**src/rtl/byte_dec_display_pkg.sv**
```systemverilog
// Shared types and constants for the byte-to-decimal 7-segment display block.
// Latency: n/a (declarations only).
// Backpressure: n/a (declarations only).
//
// Contents: converter state enum, 7-segment decode constants, digit count,
// and a helper that maps one BCD digit to its segment pattern.
package byte_dec_display_pkg;

    typedef enum logic [1:0] {
        CONV_IDLE  = 2'd0,
        CONV_SHIFT = 2'd1,
        CONV_LOAD  = 2'd2
    } conv_state_t;

    localparam int DIGIT_COUNT = 3;

    // Segment patterns, bit order g,f,e,d,c,b,a (bit 0 = a), active-high.
    localparam logic [6:0] SEG_DIG_0 = 7'h3F;
    localparam logic [6:0] SEG_DIG_1 = 7'h06;
    localparam logic [6:0] SEG_DIG_2 = 7'h5B;
    localparam logic [6:0] SEG_DIG_3 = 7'h4F;
    localparam logic [6:0] SEG_DIG_4 = 7'h66;
    localparam logic [6:0] SEG_DIG_5 = 7'h6D;
    localparam logic [6:0] SEG_DIG_6 = 7'h7D;
    localparam logic [6:0] SEG_DIG_7 = 7'h07;
    localparam logic [6:0] SEG_DIG_8 = 7'h7F;
    localparam logic [6:0] SEG_DIG_9 = 7'h6F;
    localparam logic [6:0] SEG_BLANK = 7'h00;

    function automatic logic [6:0] seg_decode(input logic [3:0] bcd);
        logic [6:0] pattern;
        pattern = SEG_BLANK;
        case (bcd)
            4'd0:    pattern = SEG_DIG_0;
            4'd1:    pattern = SEG_DIG_1;
            4'd2:    pattern = SEG_DIG_2;
            4'd3:    pattern = SEG_DIG_3;
            4'd4:    pattern = SEG_DIG_4;
            4'd5:    pattern = SEG_DIG_5;
            4'd6:    pattern = SEG_DIG_6;
            4'd7:    pattern = SEG_DIG_7;
            4'd8:    pattern = SEG_DIG_8;
            4'd9:    pattern = SEG_DIG_9;
            default: pattern = SEG_BLANK;
        endcase
        return pattern;
    endfunction

endpackage

```
**src/rtl/bin2bcd_seq.sv**
```systemverilog
// Sequential double-dabble converter: one byte in, three BCD digits out.
// Latency: accept edge E0 -> load_vld high during the cycle ending at edge E9.
// Backpressure: in_ready low while converting; a byte equal to the last loaded one is dropped.
//
// Ports: clk, rst (async active-high); in_valid/in_data/in_ready upstream
// handshake; busy / busy_nxt (current / next-cycle conversion status);
// load_vld + bcd_dat present the finished digits {hundreds,tens,ones}.
module bin2bcd_seq
    import byte_dec_display_pkg::*;
(
    input  logic        clk,
    input  logic        rst,
    input  logic        in_valid,
    input  logic [7:0]  in_data,
    output logic        in_ready,
    output logic        busy,
    output logic        busy_nxt,
    output logic        load_vld,
    output logic [11:0] bcd_dat
);

    conv_state_t state_q;
    conv_state_t state_nxt;

    logic [7:0]  bin_q;
    logic [7:0]  src_q;
    logic [7:0]  last_q;
    logic [11:0] bcd_q;
    logic [11:0] bcd_adj;
    logic [2:0]  iter_q;
    logic        accept;

    assign in_ready = (state_q == CONV_IDLE);
    assign busy     = (state_q != CONV_IDLE);
    assign busy_nxt = (state_nxt != CONV_IDLE);
    assign load_vld = (state_q == CONV_LOAD);
    assign bcd_dat  = bcd_q;

    // A repeat of the value already on display is swallowed without a conversion.
    assign accept = in_valid && in_ready && (in_data != last_q);

    // Add-3 correction applied to every nibble before the shift.
    always_comb begin
        bcd_adj = bcd_q;
        for (int n = 0; n < DIGIT_COUNT; n++) begin
            if (bcd_q[n*4 +: 4] >= 4'd5) begin
                bcd_adj[n*4 +: 4] = bcd_q[n*4 +: 4] + 4'd3;
            end
        end
    end

    always_comb begin
        state_nxt = state_q;
        case (state_q)
            CONV_IDLE:  if (accept) state_nxt = CONV_SHIFT;
            CONV_SHIFT: if (iter_q == 3'd7) state_nxt = CONV_LOAD;
            CONV_LOAD:  state_nxt = CONV_IDLE;
            default:    state_nxt = CONV_IDLE;
        endcase
    end

    always_ff @(posedge clk or posedge rst) begin
        if (rst) begin
            state_q <= CONV_IDLE;
        end else begin
            state_q <= state_nxt;
        end
    end

    always_ff @(posedge clk or posedge rst) begin
        if (rst) begin
            bin_q  <= 8'd0;
            src_q  <= 8'd0;
            last_q <= 8'd0;
            bcd_q  <= 12'd0;
            iter_q <= 3'd0;
        end else begin
            case (state_q)
                CONV_IDLE: begin
                    if (accept) begin
                        bin_q  <= in_data;
                        src_q  <= in_data;
                        bcd_q  <= 12'd0;
                        iter_q <= 3'd0;
                    end
                end
                CONV_SHIFT: begin
                    {bcd_q, bin_q} <= {bcd_adj[10:0], bin_q, 1'b0};
                    iter_q         <= iter_q + 3'd1;
                end
                CONV_LOAD: begin
                    // Remembered only once the digits actually reach the display.
                    last_q <= src_q;
                end
                default: begin
                    iter_q <= 3'd0;
                end
            endcase
        end
    end

endmodule

```
**src/rtl/byte_dec_display.sv**
```systemverilog
// Byte to 3-digit decimal multiplexed 7-segment display driver.
// Latency: accept at E0 -> display register at E9 -> seg/dig_en one edge after scan reaches digit.
// Backpressure: in_ready low for 9 cycles per conversion; in_valid ignored meanwhile.
//
// Ports: clk, rst (async active-high); in_valid/in_data/in_ready byte input;
// seg (g..a), dp, dig_en (one-hot ones/tens/hundreds), busy.
module byte_dec_display
    import byte_dec_display_pkg::*;
#(
    parameter int REFRESH_DIV = 1024
)
(
    input  logic       clk,
    input  logic       rst,
    input  logic       in_valid,
    input  logic [7:0] in_data,
    output logic       in_ready,
    output logic [6:0] seg,
    output logic       dp,
    output logic [2:0] dig_en,
    output logic       busy
);

    logic        busy_nxt;
    logic        load_vld;
    logic [11:0] bcd_dat;

    logic [11:0] disp_q;
    logic [15:0] refresh_q;
    logic [1:0]  dig_idx_q;

    logic [3:0]  ones;
    logic [3:0]  tens;
    logic [3:0]  hund;
    logic [6:0]  seg_nxt;
    logic [2:0]  dig_en_nxt;
    logic        dp_nxt;
    logic        refresh_wrap;

    bin2bcd_seq u_conv (
        .clk      (clk),
        .rst      (rst),
        .in_valid (in_valid),
        .in_data  (in_data),
        .in_ready (in_ready),
        .busy     (busy),
        .busy_nxt (busy_nxt),
        .load_vld (load_vld),
        .bcd_dat  (bcd_dat)
    );

    always_ff @(posedge clk or posedge rst) begin
        if (rst) begin
            disp_q <= 12'd0;
        end else if (load_vld) begin
            disp_q <= bcd_dat;
        end
    end

    assign refresh_wrap = (refresh_q == 16'(REFRESH_DIV - 1));

    always_ff @(posedge clk or posedge rst) begin
        if (rst) begin
            refresh_q <= 16'd0;
            dig_idx_q <= 2'd0;
        end else if (refresh_wrap) begin
            refresh_q <= 16'd0;
            dig_idx_q <= (dig_idx_q == 2'(DIGIT_COUNT - 1)) ? 2'd0 : dig_idx_q + 2'd1;
        end else begin
            refresh_q <= refresh_q + 16'd1;
        end
    end

    assign ones = disp_q[3:0];
    assign tens = disp_q[7:4];
    assign hund = disp_q[11:8];

    // Leading-zero blanking: the digit is still enabled, only its segments go dark.
    always_comb begin
        seg_nxt    = seg_decode(ones);
        dig_en_nxt = 3'b001;
        case (dig_idx_q)
            2'd0: begin
                seg_nxt    = seg_decode(ones);
                dig_en_nxt = 3'b001;
            end
            2'd1: begin
                seg_nxt    = (hund == 4'd0 && tens == 4'd0) ? SEG_BLANK : seg_decode(tens);
                dig_en_nxt = 3'b010;
            end
            2'd2: begin
                seg_nxt    = (hund == 4'd0) ? SEG_BLANK : seg_decode(hund);
                dig_en_nxt = 3'b100;
            end
            default: begin
                seg_nxt    = seg_decode(ones);
                dig_en_nxt = 3'b001;
            end
        endcase
    end

    // Uses next-cycle busy so the registered dp lines up with the live busy flag.
    assign dp_nxt = (dig_idx_q == 2'd0) && busy_nxt;

    always_ff @(posedge clk or posedge rst) begin
        if (rst) begin
            seg    <= SEG_DIG_0;
            dig_en <= 3'b001;
            dp     <= 1'b0;
        end else begin
            seg    <= seg_nxt;
            dig_en <= dig_en_nxt;
            dp     <= dp_nxt;
        end
    end

endmodule

```
**config.mk**
```make
export PLATFORM = sky130hd
export DESIGN_NAME = byte_dec_display
export DESIGN_NICKNAME = d
export VERILOG_FILES = /design/src/rtl/byte_dec_display_pkg.sv /design/src/rtl/bin2bcd_seq.sv /design/src/rtl/byte_dec_display.sv
export SDC_FILE = /design/constraint.sdc
export NUM_CORES = 1
export LEC_CHECK = 0
export ABC_AREA = 0
export BUFFER_PORTS_ARGS = -buffer_cell sky130_fd_sc_hd__buf_4
export CORE_MARGIN = 2
export CORE_UTILIZATION = 45
export DETAILED_ROUTE_END_ITERATION = 8
export GPL_TIMING_DRIVEN = 0
export PLACE_DENSITY = 0.7
export SYNTH_ARGS = -nofsm -noshare
export SYNTH_HDL_FRONTEND = slang
export SYNTH_SLANG_ARGS = --single-unit
```
**constraint.sdc**
```tcl
create_clock -name clk -period 2.1 [get_ports clk]
set_input_delay 0 -clock clk [delete_from_list [all_inputs] [get_ports clk]]
set_output_delay 0 -clock clk [all_outputs]
set_load 0.005 [all_outputs]
```
Word level (Yosys, flattened, before mapping)

Memories as Yosys holds them, arrays and structs flattened.
Index checks and enable logic that the tools add are counted.

Register bits after elaboration: 82
Bits in read-only memories: 448
Input port bits: 11
Output and inout port bits: 13
Logic and storage cells: 66
Memories kept: 4

Memory list:

| memory           | depth | width | read ports | clocked after Yosys merged registers in | wr ports | RTL line                   | RTL |
|---|---|---|---|---|---|---|---|
| (name not given) | 16    | 7     | 1          | 0                                       | 0        | byte_dec_display_pkg.sv:33 | `case (bcd)` |
| (name not given) | 16    | 7     | 1          | 0                                       | 0        | byte_dec_display_pkg.sv:33 |  |
| (name not given) | 16    | 7     | 1          | 0                                       | 0        | byte_dec_display_pkg.sv:33 |  |
| (name not given) | 16    | 7     | 1          | 0                                       | 0        | byte_dec_display_pkg.sv:33 |  |

Add/subtract/negate cells: 6
Order comparisons: 3
Equal/unequal tests: 8
Mux-type cells: 18
Bitwise logic cells: 1
Reduce and logical (&&, ||, !) cells: 14

Operator list:

| cell                                                                                 | count |
|---|---|
| 12-bit one-hot mux with 2 select lines                                               | 1 |
| 7-bit one-hot mux with 3 select lines                                                | 1 |
| 16-bit by 1-bit adder with 16-bit output (second input constant)                     | 1 |
| 16-bit by 10-bit == test with 1-bit output (second input constant)                   | 1 |
| 16-bit two-way mux                                                                   | 1 |
| 8-bit one-hot mux with 2 select lines                                                | 1 |
| 7-bit two-way mux                                                                    | 2 |
| 4-bit by 3-bit greater-or-equal comparator with 1-bit output (second input constant) | 3 |
| 12-bit two-way mux                                                                   | 1 |
| 3-bit one-hot mux with 3 select lines                                                | 1 |
| 4-bit by 2-bit adder with 4-bit output (second input constant)                       | 2 |
| 4-bit zero test                                                                      | 2 |
| 4-bit two-way mux                                                                    | 2 |
| 8-bit two-way mux                                                                    | 1 |
| 8-bit inequality test                                                                | 1 |
| 2-bit two-way mux                                                                    | 3 |
| 3-bit two-way mux                                                                    | 2 |
| 3-bit one-hot mux with 2 select lines                                                | 1 |
| 2-bit AND reduction                                                                  | 3 |
| 2-bit nonzero test                                                                   | 3 |
| 2-bit by 1-bit == test with 1-bit output (second input constant)                     | 2 |
| 2-bit == test (second input constant)                                                | 2 |
| 1-bit logical AND                                                                    | 4 |
| 2-bit zero test                                                                      | 2 |
| 7 further kinds                                                                      | 7 |

Longest topological paths before layout

Gate-level depths: netlist (run 1).

Depth in word-level cells: 7
Depth in mapped cells: 7
Mapped depth without buffers: 6

Cells and area by module

From an unflattened synthesis (run 1), not the netlist that was laid out.

Cells, all modules: 420
Area total of the unflattened synthesis: 4312.9 sq um

Modules (own cells, without submodules):

| module           | instances | cells an instance | area an instance (sq um) | seq. area each (sq um) |
|---|---|---|---|---|
| byte_dec_display | 1         | 225               | 2240.9                   | 1034.7 |
| bin2bcd_seq      | 1         | 195               | 2072.0                   | 1026.0 |

Worst setup path before layout (run 1)

OpenSTA, ideal clock, no wires.

Path type: register to register
Start: reg disp_q[9]
End: reg seg[0]
Setup time: 0.081 ns
Data arrival time: 1.468 ns
Required time: 2.019 ns
Slack: 0.552 ns
Cell stages (with the launch flop): 7
Path buffers: 0
Clock period less this slack: 1.548 ns
Path through: dfrtp_1 inv_1 ha_1 and4bb_2 a21oi_1 o221ai_1 a32oi_1

Longest elaborated chain between the ends: 4
Elaborated cells between the ends (all ways): 6
Those cells by class: 3 x mux; 2 x reduce/logical; 1 x memory

Ends and longest elaborated chain:

| what                                                           | RTL line                | RTL |
|---|---|---|
| start: declaration                                             | byte_dec_display.sv:28  | `logic [11:0] disp_q;` |
| start signal: assignment                                       | byte_dec_display.sv:56  | `disp_q <= bcd_dat;` |
| branches (longest 3 deep; another with memory read 16 x 7 bit) | n/a                     |  |
| 7-bit one-hot mux with 3 select lines *                        | byte_dec_display.sv:82  | `case (dig_idx_q)` |
| named net seg_nxt[0]                                           | byte_dec_display.sv:35  | `logic [6:0] seg_nxt;` |
| end signal: assignment                                         | byte_dec_display.sv:111 | `seg <= seg_nxt;` |
| end: declaration                                               | byte_dec_display.sv:18  | `output logic [6:0] seg,` |

Mark *: on every way through the listed nets, which the timed path passes.
A chain may end at the register's enable or synchronous reset.

Worst setup path in the final report (run 1)

Start: reg disp_q[9]
End: reg seg[5]

Same word-level chain as after synthesis.

==> impl_metrics.tcl, run 1 <==
set metrics [dict create \
    area_delta_synth_final_pct 13.7 \
    synth_cells 426 \
    core-area_mm2 0.00928 \
    fin_nets 506 \
    fmax_ghz 0.547 \
    fin_crit_ns 1.83 \
    irDropWorstVdd_uv 574 \
    worstMarginPinSlew_ns 0.580 \
    wl_per_cell_um 14.5 \
    route.detailed.drc 0 \
    cts_tree "done" \
    skew_ns 0.00958 \
    final_antenna_net_count 0 \
    crit_fanout 6 \
    synth_top_cell_by_area "dfrtp_1" \
    relSlewSlack_pct 61.3 \
    synth_top_family_by_area "compound AO/OA/AOI/OAI gates" \
    setup_viol 0 \
    yosys-top-cells-area "dfrtp_1, ha_1, nand2_1, o21ai_0, dfstp_2" \
    hold_path.class "input port to flip-flop" \
    clock-root-buffer "clkbuf_8" \
    crit_path_max_incr_delay_ns 0.42 \
    fillers 865 \
    syn_nets 464 \
    rsz0062_at_grt "false" \
    grt_max_degree 57 \
    dpl_cell_area_mm2 0.00471 \
    drtIter0Drc 144 \
    dieArea_mm2 0.0105 \
    row_count 35 \
    grt_use_total_pct 18.6 \
    outcome "finished clean" \
    final_area_mm2 0.00493 \
    cap_viol_max_count 0 \
    wirelength_mm 8.73 \
    yosysUniqueCellTypes 50 \
    synth.yosys.seq_area_share_pct 47.5 \
    worst_skew_pair.late_latency_ns 0.35 \
    synth_ff_type "dfrtp_1" \
    ys.warnings.count 0 \
    synthXorXnorAreaFrac_pct 5.91 \
    cts_num_sinks 82 \
    grt_pass1_wl_mm 15.0 \
    synth-compound-area-share_pct 16.4 \
    grt_pass1_vias 3261 \
    synth_seq_cells 82 \
    vias 3239 \
    cts-buffers-inserted 9 \
    critPathLaunchType "flip-flop" \
    timing.final.ws_setup_ns 0.272 \
    leakagePower_nw 2.19 \
    cp.arrival_ns 2.10 \
    syn_area_mm2 0.00434 \
    clkSlewWorstSetupHoldPaths_ns 0.08 \
    async_reset_ff_share_pct 100 \
    muxShareOfSynthArea_pct 3.60 \
    fin_crit_sh_pct 87.1 \
    p_per_area_mw_per_mm2 1190 \
    ioPinCount 24 \
    place_congestion 0.880 \
    drive_gt1_share_pct 18.2 \
    grt-ovfl-total 0 \
    synth_edf_count 0 \
    post-dp-hpwl_mm 6.19 \
    slowest_stage "dfrtp_1" \
    fp.dieH_um 102 \
    hold_violations 0 \
    antenna_found_initial 0 \
    synth-adder-area-share_pct 7.78 \
    place_ws_ns 0.351 \
    vias_per_cell 5.39 \
    synth_top_cells_by_count "dfrtp_1, nand2_1, o21ai_0" \
    post-synth-top-count-cell "dfrtp_1" \
    crit_type "flip-flop to flip-flop" \
    htreeDepth 3 \
    cts.repair.resized 0 \
    r2r_setup_slack_ns 0.27 \
    finalMaxSlewViolations 0 \
    cp_cell_sequence "inv_1 > ha_1 > and4bb_2 > a21oi_1 > o221ai_1 > a31oi_1" \
    crit_path_end_kind "flip-flop" \
    synth_top_cell_area_share_pct 43.2 \
    clk_path_buf_depth 2 \
    dr.pass1.iters 4 \
    start_util_pct 46.8 \
    antenna_cells 0 \
    critPathRequiredTime_ns 2.37 \
    portBuffers 23 \
    yosys.area_share.simple_pct 13.8 \
    die_w_um 102 \
    avgSynthCellArea_um2 10.2 \
]
[registers in the layout, indices dropped and copies added, names as in the netlist]
register and cells:
dig_en 3, seg 7, disp_q 12, u_conv.bcd_dat 12
u_conv.iter_q 3, u_conv.last_q 8, u_conv.src_q 8, dp 1
u_conv.bin_q 8, refresh_q 16, u_conv.state_q 2, dig_idx_q 2
[final timing paths]
path | startpoint | to | cells past startpoint
worst max-delay path | disp_q[9] | seg[5] | 6
worst min-delay path | in_data[3] | u_conv.src_q[3] | 3
worst max register to register | disp_q[9] | seg[5] | 6
worst min register to register | refresh_q[0] | refresh_q[0] | 1
max in group asynchronous | rst | u_conv.bcd_dat[8] | 4
min in group asynchronous | rst | refresh_q[2] | 3
[critical path: cells and delay by family, from the launching register on]
| kind | cells | cell delay [ns] |
|---|---|---|
| adders and majority gates | 1 | 0.24 |
| and+or+nand+nor | 1 | 0.29 |
| buffers and inverters | 1 | 0.10 |
| AOI/OAI and AO/OA | 3 | 0.70 |
| DFF | 1 | 0.42 |
[kinds of logic after synthesis]
| family | count (synthesis) |
|---|---|
| AO/OA/AOI/OAI | 110 |
| XOR/XNOR | 25 |
| adder cells (fa/ha/maj) | 27 |
| buffers and inverters | 53 |
| flip-flops | 82 |
| multiplexers | 14 |
| AND/OR/NAND/NOR | 115 |
[final cells by class]
cell class / count / area [µm²] / share of cell area, %
well taps: 129 / 161 / 3.27
repair buffers: 31 / 270 / 5.48
clock buffers: 9 / 124 / 2.51
inverters: 34 / 130 / 2.64
clock inverters: 6 / 35.0 / 0.710
flip-flops and latches: 82 / 2060 / 41.8
plain buffers: 19 / 91.3 / 1.85
multi-input cells: 291 / 2060 / 41.8
[power breakdown]
| part | total [W] | switching [W] | leakage (nW) | internal (W) |
|---|---|---|---|---|
| sequential | 0.00249 | 0.000364 | 1.01 | 0.00212 |
| clock | 0.000969 | 0.000555 | 0.0806 | 0.000414 |
| combinational | 0.00243 | 0.00132 | 1.11 | 0.00111 |
[per-layer routing]
layer	GRT usage (%)	part of all wire, %
met1	22.8	44
met2	31.4	50
met3	4.72	4.5
met4	7.28	1.7
met5	0	0
[stage by stage]
step / total power [W] / setup TNS, ns / utilization, % / hold WS, ns / std cells
after floorplan: 0.00427 / 0 / - / 0.176 / 426
after global placement: 0.00482 / -72.10 / 50.4 / 0.325 / 578
after detailed placement: 0.00494 / 0 / 50.7 / 0.00932 / 579
after CTS: 0.00593 / 0 / 53.2 / 0.00289 / 601
after global routing: 0.00638 / 0 / 53.2 / 0.00120 / 601
final: 0.00589 / 0 / 53.2 / 0.00913 / 601
[cells in the final DEF, fill, tap and decap left out, drive strengths merged, types with 4 or more instances in the layout]
cell | synthesis | final
and2 | 4 | 4
clkbuf | 13 | 22
clkinv | 0 | 4
buf | 6 | 30
nand2 | 52 | 52
nor2 | 16 | 16
nand4 | 7 | 7
xor2 | 6 | 6
nand3 | 5 | 5
ha | 27 | 27
o21ai | 42 | 42
nand2b | 9 | 9
dfrtp | 75 | 75
dfstp | 7 | 7
mux2 | 13 | 13
o211ai | 15 | 15
a21oi | 17 | 17
xnor2 | 19 | 19
o22ai | 9 | 9
inv | 34 | 34
nor2b | 4 | 4
a31oi | 7 | 7
dlygate4sd3 | 0 | 7
[what timing repair did]
action | 4_1_cts | 5_1_grt
endpoints found under the setup margin | 0 | 0
setup buffers | 0 | 0
hold buffers | 7 | 0
endpoints found under the hold margin | 68 | 0
No activity file was read; power rests on OpenSTA's default activity.
==> inputs of run 2 (changes only) <==
--- a/config.mk
+++ b/config.mk
@@ -10,7 +10,6 @@
 export CORE_MARGIN = 2
 export CORE_UTILIZATION = 45
 export DETAILED_ROUTE_END_ITERATION = 8
-export GPL_TIMING_DRIVEN = 0
 export PLACE_DENSITY = 0.7
 export SYNTH_ARGS = -nofsm -noshare
 export SYNTH_HDL_FRONTEND = slang
==> impl_metrics.tcl, run 2 (synthesis results as in run 1) <==
set metrics [dict create \
    critPathLaunchType "flip-flop" \
    final_antenna_net_count 0 \
    crit_path_end_kind "flip-flop" \
    cts_tree "done" \
    vias 3121 \
    grt_pass1_vias 3045 \
    htreeDepth 3 \
    p_total_w 0.00597 \
    place_congestion 0.852 \
    grt-ovfl-total 0 \
    skew_ns 0.0130 \
    clk_path_buf_depth 2 \
    clock-root-buffer "clkbuf_8" \
    p_int_w 0.00375 \
    cts_num_sinks 82 \
    cts.repair.resized 0 \
    row_count 35 \
    dieArea_mm2 0.0105 \
    drive_gt1_share_pct 18.7 \
    path_depth 6 \
    switchingPower_w 0.00221 \
    cts_post_setup_buffers_inserted 0 \
    grt_pass1_wl_mm 13.9 \
    finalMaxSlewViolations 0 \
    crit_fanout 6 \
    fin_tns_setup_ns 0 \
    path_buf_inv 1 \
    start_util_pct 46.8 \
    power_frac_seq_pct 42.6 \
    grt_max_degree 48 \
    regMostFlops "refresh_q" \
    slowest_stage "dfrtp_1" \
    relSlewSlack_pct 61.1 \
    multi_input_area_mm2 0.00206 \
    wirelength_mm 8.03 \
    portBuffers 23 \
    cp_cell_sequence "inv_1 > ha_1 > nor2b_1 > mux2_2 > a32oi_1 > a21oi_1" \
    setup_viol 0 \
    mostFrequentLayoutCells "dfrtp_1, nand2_1, o21ai_0, inv_1, buf_4" \
    antenna_found_initial 0 \
    irDropWorstVdd_uv 743 \
    vias_per_cell 5.29 \
    fin_crit_ns 1.77 \
    dr.pass1.iters 4 \
    switching_share_pct 37.1 \
    clkSlewWorstSetupHoldPaths_ns 0.08 \
    p_per_area_mw_per_mm2 1220 \
    crit_path_max_incr_delay_ns 0.44 \
    grt_use_total_pct 17.0 \
    drtIter0Drc 161 \
    route.detailed.drc 0 \
    pwr-share-comb_pct 38.7 \
    core-area_mm2 0.00928 \
    wl_per_cell_um 13.6 \
    fin_nets 495 \
    leakagePower_nw 2.19 \
    largest_reg_flops 16 \
    final_common_cell "dfrtp_1" \
    p_clk_share_pct 18.7 \
    hold_path.class "input port to flip-flop" \
    fin_crit_sh_pct 84.5 \
    utilization_pct 52.9 \
    cap_viol_max_count 0 \
    hold_violations 0 \
    seq_area_mm2 0.00206 \
    r2r_cells 6 \
    die_w_um 102 \
    outcome "finished clean" \
    ioPinCount 24 \
    whs_path_depth 3 \
    crit_type "flip-flop to flip-flop" \
    fp.dieH_um 102 \
    fmax_ghz 0.564 \
    cp_top_family "flip-flops" \
    worst_skew_pair.late_latency_ns 0.35 \
    fillers 862 \
    worstMarginPinSlew_ns 0.584 \
    post-dp-hpwl_mm 5.52 \
    critPathRequiredTime_ns 2.36 \
    cts-buffers-inserted 9 \
    antenna_cells 0 \
    rsz0062_at_grt "false" \
    area_delta_synth_final_pct 13.1 \
    cp.arrival_ns 2.04 \
]
==> run 2: cell types whose count changed in the layout (fill, tap and decap cells not counted) <==
cell and change:
bufinv_16 +1, clkinvlp_4 -1, clkbuf_1 -12, dlygate4sd3_1 +1, buf_2 -4, buf_16 -1, inv_4 -1, buf_6 -2
clkinv_2 -1, buf_4 +8, clkinv_4 +1
==> run 2: per-layer routing <==
layer	up-vias	wire, µm	GRT usage (%)
met5	-	0	0
li1	1549	-	-
met3	14	227	2.94
met4	0	162	7.49
met2	58	3810	27.1
met1	1500	3830	22.8
==> run 2: metrics by stage <==
stage	worst slack (ns)	std cells	hold WS, ns	cell area, µm²
detailed placement	0.352	567	0.135	4650
global placement	0.420	567	0.128	4650
CTS	0.347	590	0.00515	4910
finish	0.325	590	0.0210	4910
floorplan	0.00314	426	0.176	4340
global route	0.192	590	0.0259	4910
==> run 2: path summary, 6_finish.rpt <==
path,startpoint,end,slack [ns]
worst min register to register,refresh_q[0],refresh_q[0],0.46
worst max register to register,disp_q[9],seg[4],0.33
min in group asynchronous,rst,refresh_q[4],0.30
worst min-delay path,in_data[3],u_conv.bin_q[3],0.02
max in group asynchronous,rst,u_conv.iter_q[0],1.33
worst max-delay path,disp_q[9],seg[4],0.33
==> run 2: power groups by stage <==
stage	registers, W	logic, W	clock network [W]
2_1_floorplan	0.00243	0.00184	0
3_3_place_gp	0.00254	0.00221	0
3_5_place_dp	0.00257	0.00232	0
4_1_cts	0.00254	0.00234	0.00114
5_1_grt	0.00262	0.00264	0.00121
6_report	0.00254	0.00231	0.00112
==> run 2: layout make-up <==
type                       instances  share of cell area [%]
inverter                          34                    2.62
multi-input combinational        291                    42.0
clock inverter                     5                    1.15
timing repair buffer              39                    6.37
sequential                        82                    42.0
tap                              129                    3.29
clock buffer                      10                    2.60
==> run 2: worst register-to-register path: stages, from the launching register on <==
cell and delay (ns):
dfrtp_1 0.44, inv_1 0.11, ha_1 0.23, nor2b_1 0.21, mux2_2 0.36, a32oi_1 0.23, a21oi_1 0.11
==> run 2: what timing repair did <==
action	CTS	global route
hold endpoints to repair	87	0
endpoints found under the setup margin	0	0
hold buffers	8	0
==> inputs of run 3 (changes only) <==
==> constraint.sdc (replaced) <==
create_clock -name clk -period 1.56 [get_ports clk]
set_input_delay 0 -clock clk [delete_from_list [all_inputs] [get_ports clk]]
set_output_delay 0 -clock clk [all_outputs]
set_load 0.005 [all_outputs]
==> impl_metrics.tcl, run 3 (synthesis results as in run 1) <==
set metrics [dict create \
    hold_violations 0 \
    fmax_ghz 0.667 \
    die_w_um 102 \
    critPathLaunchType "flip-flop" \
    fillers 804 \
    switching_share_pct 34.9 \
    ioPinCount 24 \
    portBuffers 23 \
    grt-busiest-layer "met2" \
    cts_tree "done" \
    cts_num_sinks 82 \
    final_area_mm2 0.00532 \
    crit_path_end_kind "flip-flop" \
    clock-root-buffer "clkbuf_8" \
    mostFrequentLayoutCells "dfrtp_1, buf_4, nand2_1, o21ai_0, inv_1" \
    grt_pass1_vias 3184 \
    p_per_area_mw_per_mm2 1700 \
    p_clk_share_pct 21.0 \
    dr.pass1.iters 6 \
    crit_fanout 5 \
    area_delta_synth_final_pct 22.6 \
    place_ws_ns -0.0807 \
    place_congestion 0.867 \
    irDropWorstVdd_uv 1020 \
    start_util_pct 46.8 \
    core-area_mm2 0.00928 \
    grt-ovfl-total 0 \
    use_met1_pct 22.4 \
    row_count 35 \
    clk_path_buf_depth 2 \
    timing.final.ws_setup_ns 0.0615 \
    leakagePower_nw 2.39 \
    worst_skew_pair.late_latency_ns 0.35 \
    fin_crit_sh_pct 96.1 \
    grt_max_degree 34 \
    p_int_w 0.00590 \
    crit_type "flip-flop to flip-flop" \
    drive_gt1_share_pct 28.3 \
    fin_cells 616 \
    utilization_pct 57.3 \
    grt_use_met2_pct 28.8 \
    fin_crit_ns 1.50 \
    hold_path.class "input port to flip-flop" \
    regMostFlops "refresh_q" \
    post-dp-hpwl_mm 5.92 \
    wl_per_cell_um 13.7 \
    final_antenna_net_count 0 \
    skew_ns 0.00740 \
    fp.dieH_um 102 \
    dp_cells 590 \
    dpl_cell_area_mm2 0.00487 \
    worstMarginPinSlew_ns 0.582 \
    grt_pass1_wl_mm 14.3 \
    use_met3_pct 3.35 \
    relSlewSlack_pct 61.1 \
    route.detailed.drc 0 \
    wirelength_mm 8.45 \
    vias_per_cell 5.19 \
    drtIter0Drc 106 \
    setup_viol 0 \
    clkSlewWorstSetupHoldPaths_ns 0.08 \
    antenna_found_initial 0 \
    cap_viol_max_count 0 \
    critPathRequiredTime_ns 1.82 \
    pwr-share-comb_pct 41.6 \
    switchingPower_w 0.00316 \
    largest_reg_flops 16 \
    fin_nets 521 \
    final_common_cell "dfrtp_1" \
    vias 3196 \
    dieArea_mm2 0.0105 \
    antenna_cells 0 \
    cts-buffers-inserted 9 \
    finalMaxSlewViolations 0 \
    outcome "finished clean" \
    htreeDepth 3 \
    grt_use_total_pct 17.6 \
    cp.arrival_ns 1.76 \
    whs_ns 0.0125 \
    rsz0062_at_grt "true" \
    power_frac_seq_pct 37.4 \
]
==> run 3: routing by layer <==
metal	wire, µm	vias to the layer above
li1	-	1596
met1	3900	1532
met4	212	0
met2	4070	52
met3	269	16
met5	0	-
==> run 3: power groups by stage <==
stage	Sequential (W)	Clock, W	Combinational (W)
2_1_floorplan	0.00327	0	0.00247
3_3_place_gp	0.00335	0	0.00338
3_5_place_dp	0.00339	0	0.00352
4_1_cts	0.00337	0.00194	0.00360
5_1_grt	0.00348	0.00202	0.00423
6_report	0.00339	0.00190	0.00377
==> run 3: layout make-up <==
type	count	area [µm²]	share of cell area (%)
Tap cell	129	161	3.03
Multi-Input combinational cell	291	2160	40.6
Clock buffer	11	151	2.84
Inverter	34	131	2.47
Clock inverter	4	98.8	1.86
Sequential cell	82	2060	38.7
Timing Repair Buffer	65	558	10.5
==> run 3: per-stage QoR <==
stage,power (W),setup TNS [ns]
finish,0.00906,0
global route,0.00973,-0.0455
CTS,0.00890,0
detailed placement,0.00692,-0.277
global placement,0.00674,-0.0109
floorplan,0.00575,0
==> run 3: final timing paths <==
check,slack [ns],endpoint,from,cells past startpoint
max in group asynchronous,0.70,seg[5],rst,4
min in group asynchronous,0.26,u_conv.last_q[1],rst,3
max,0.06,seg[4],disp_q[9],6
min reg2reg,0.45,refresh_q[0],refresh_q[0],1
max reg2reg,0.06,seg[4],disp_q[9],6
min,0.01,u_conv.src_q[2],in_data[2],3
==> run 3: worst max-delay path, stage by stage (launching register included) <==
cell	delay (ns)
dfrtp_1	0.39
inv_2	0.09
ha_4	0.16
nor2b_2	0.17
mux2_2	0.34
a32oi_1	0.15
a21oi_1	0.10
==> run 3: what timing repair did <==
item | 4_1_cts | 5_1_grt
buffers inserted | 1 | 2
gates resized for setup | 7 | 26
hold buffers | 8 | 0
pin swaps | 3 | 9
endpoints found under the hold margin | 35 | 0
setup endpoints to repair | 10 | 17
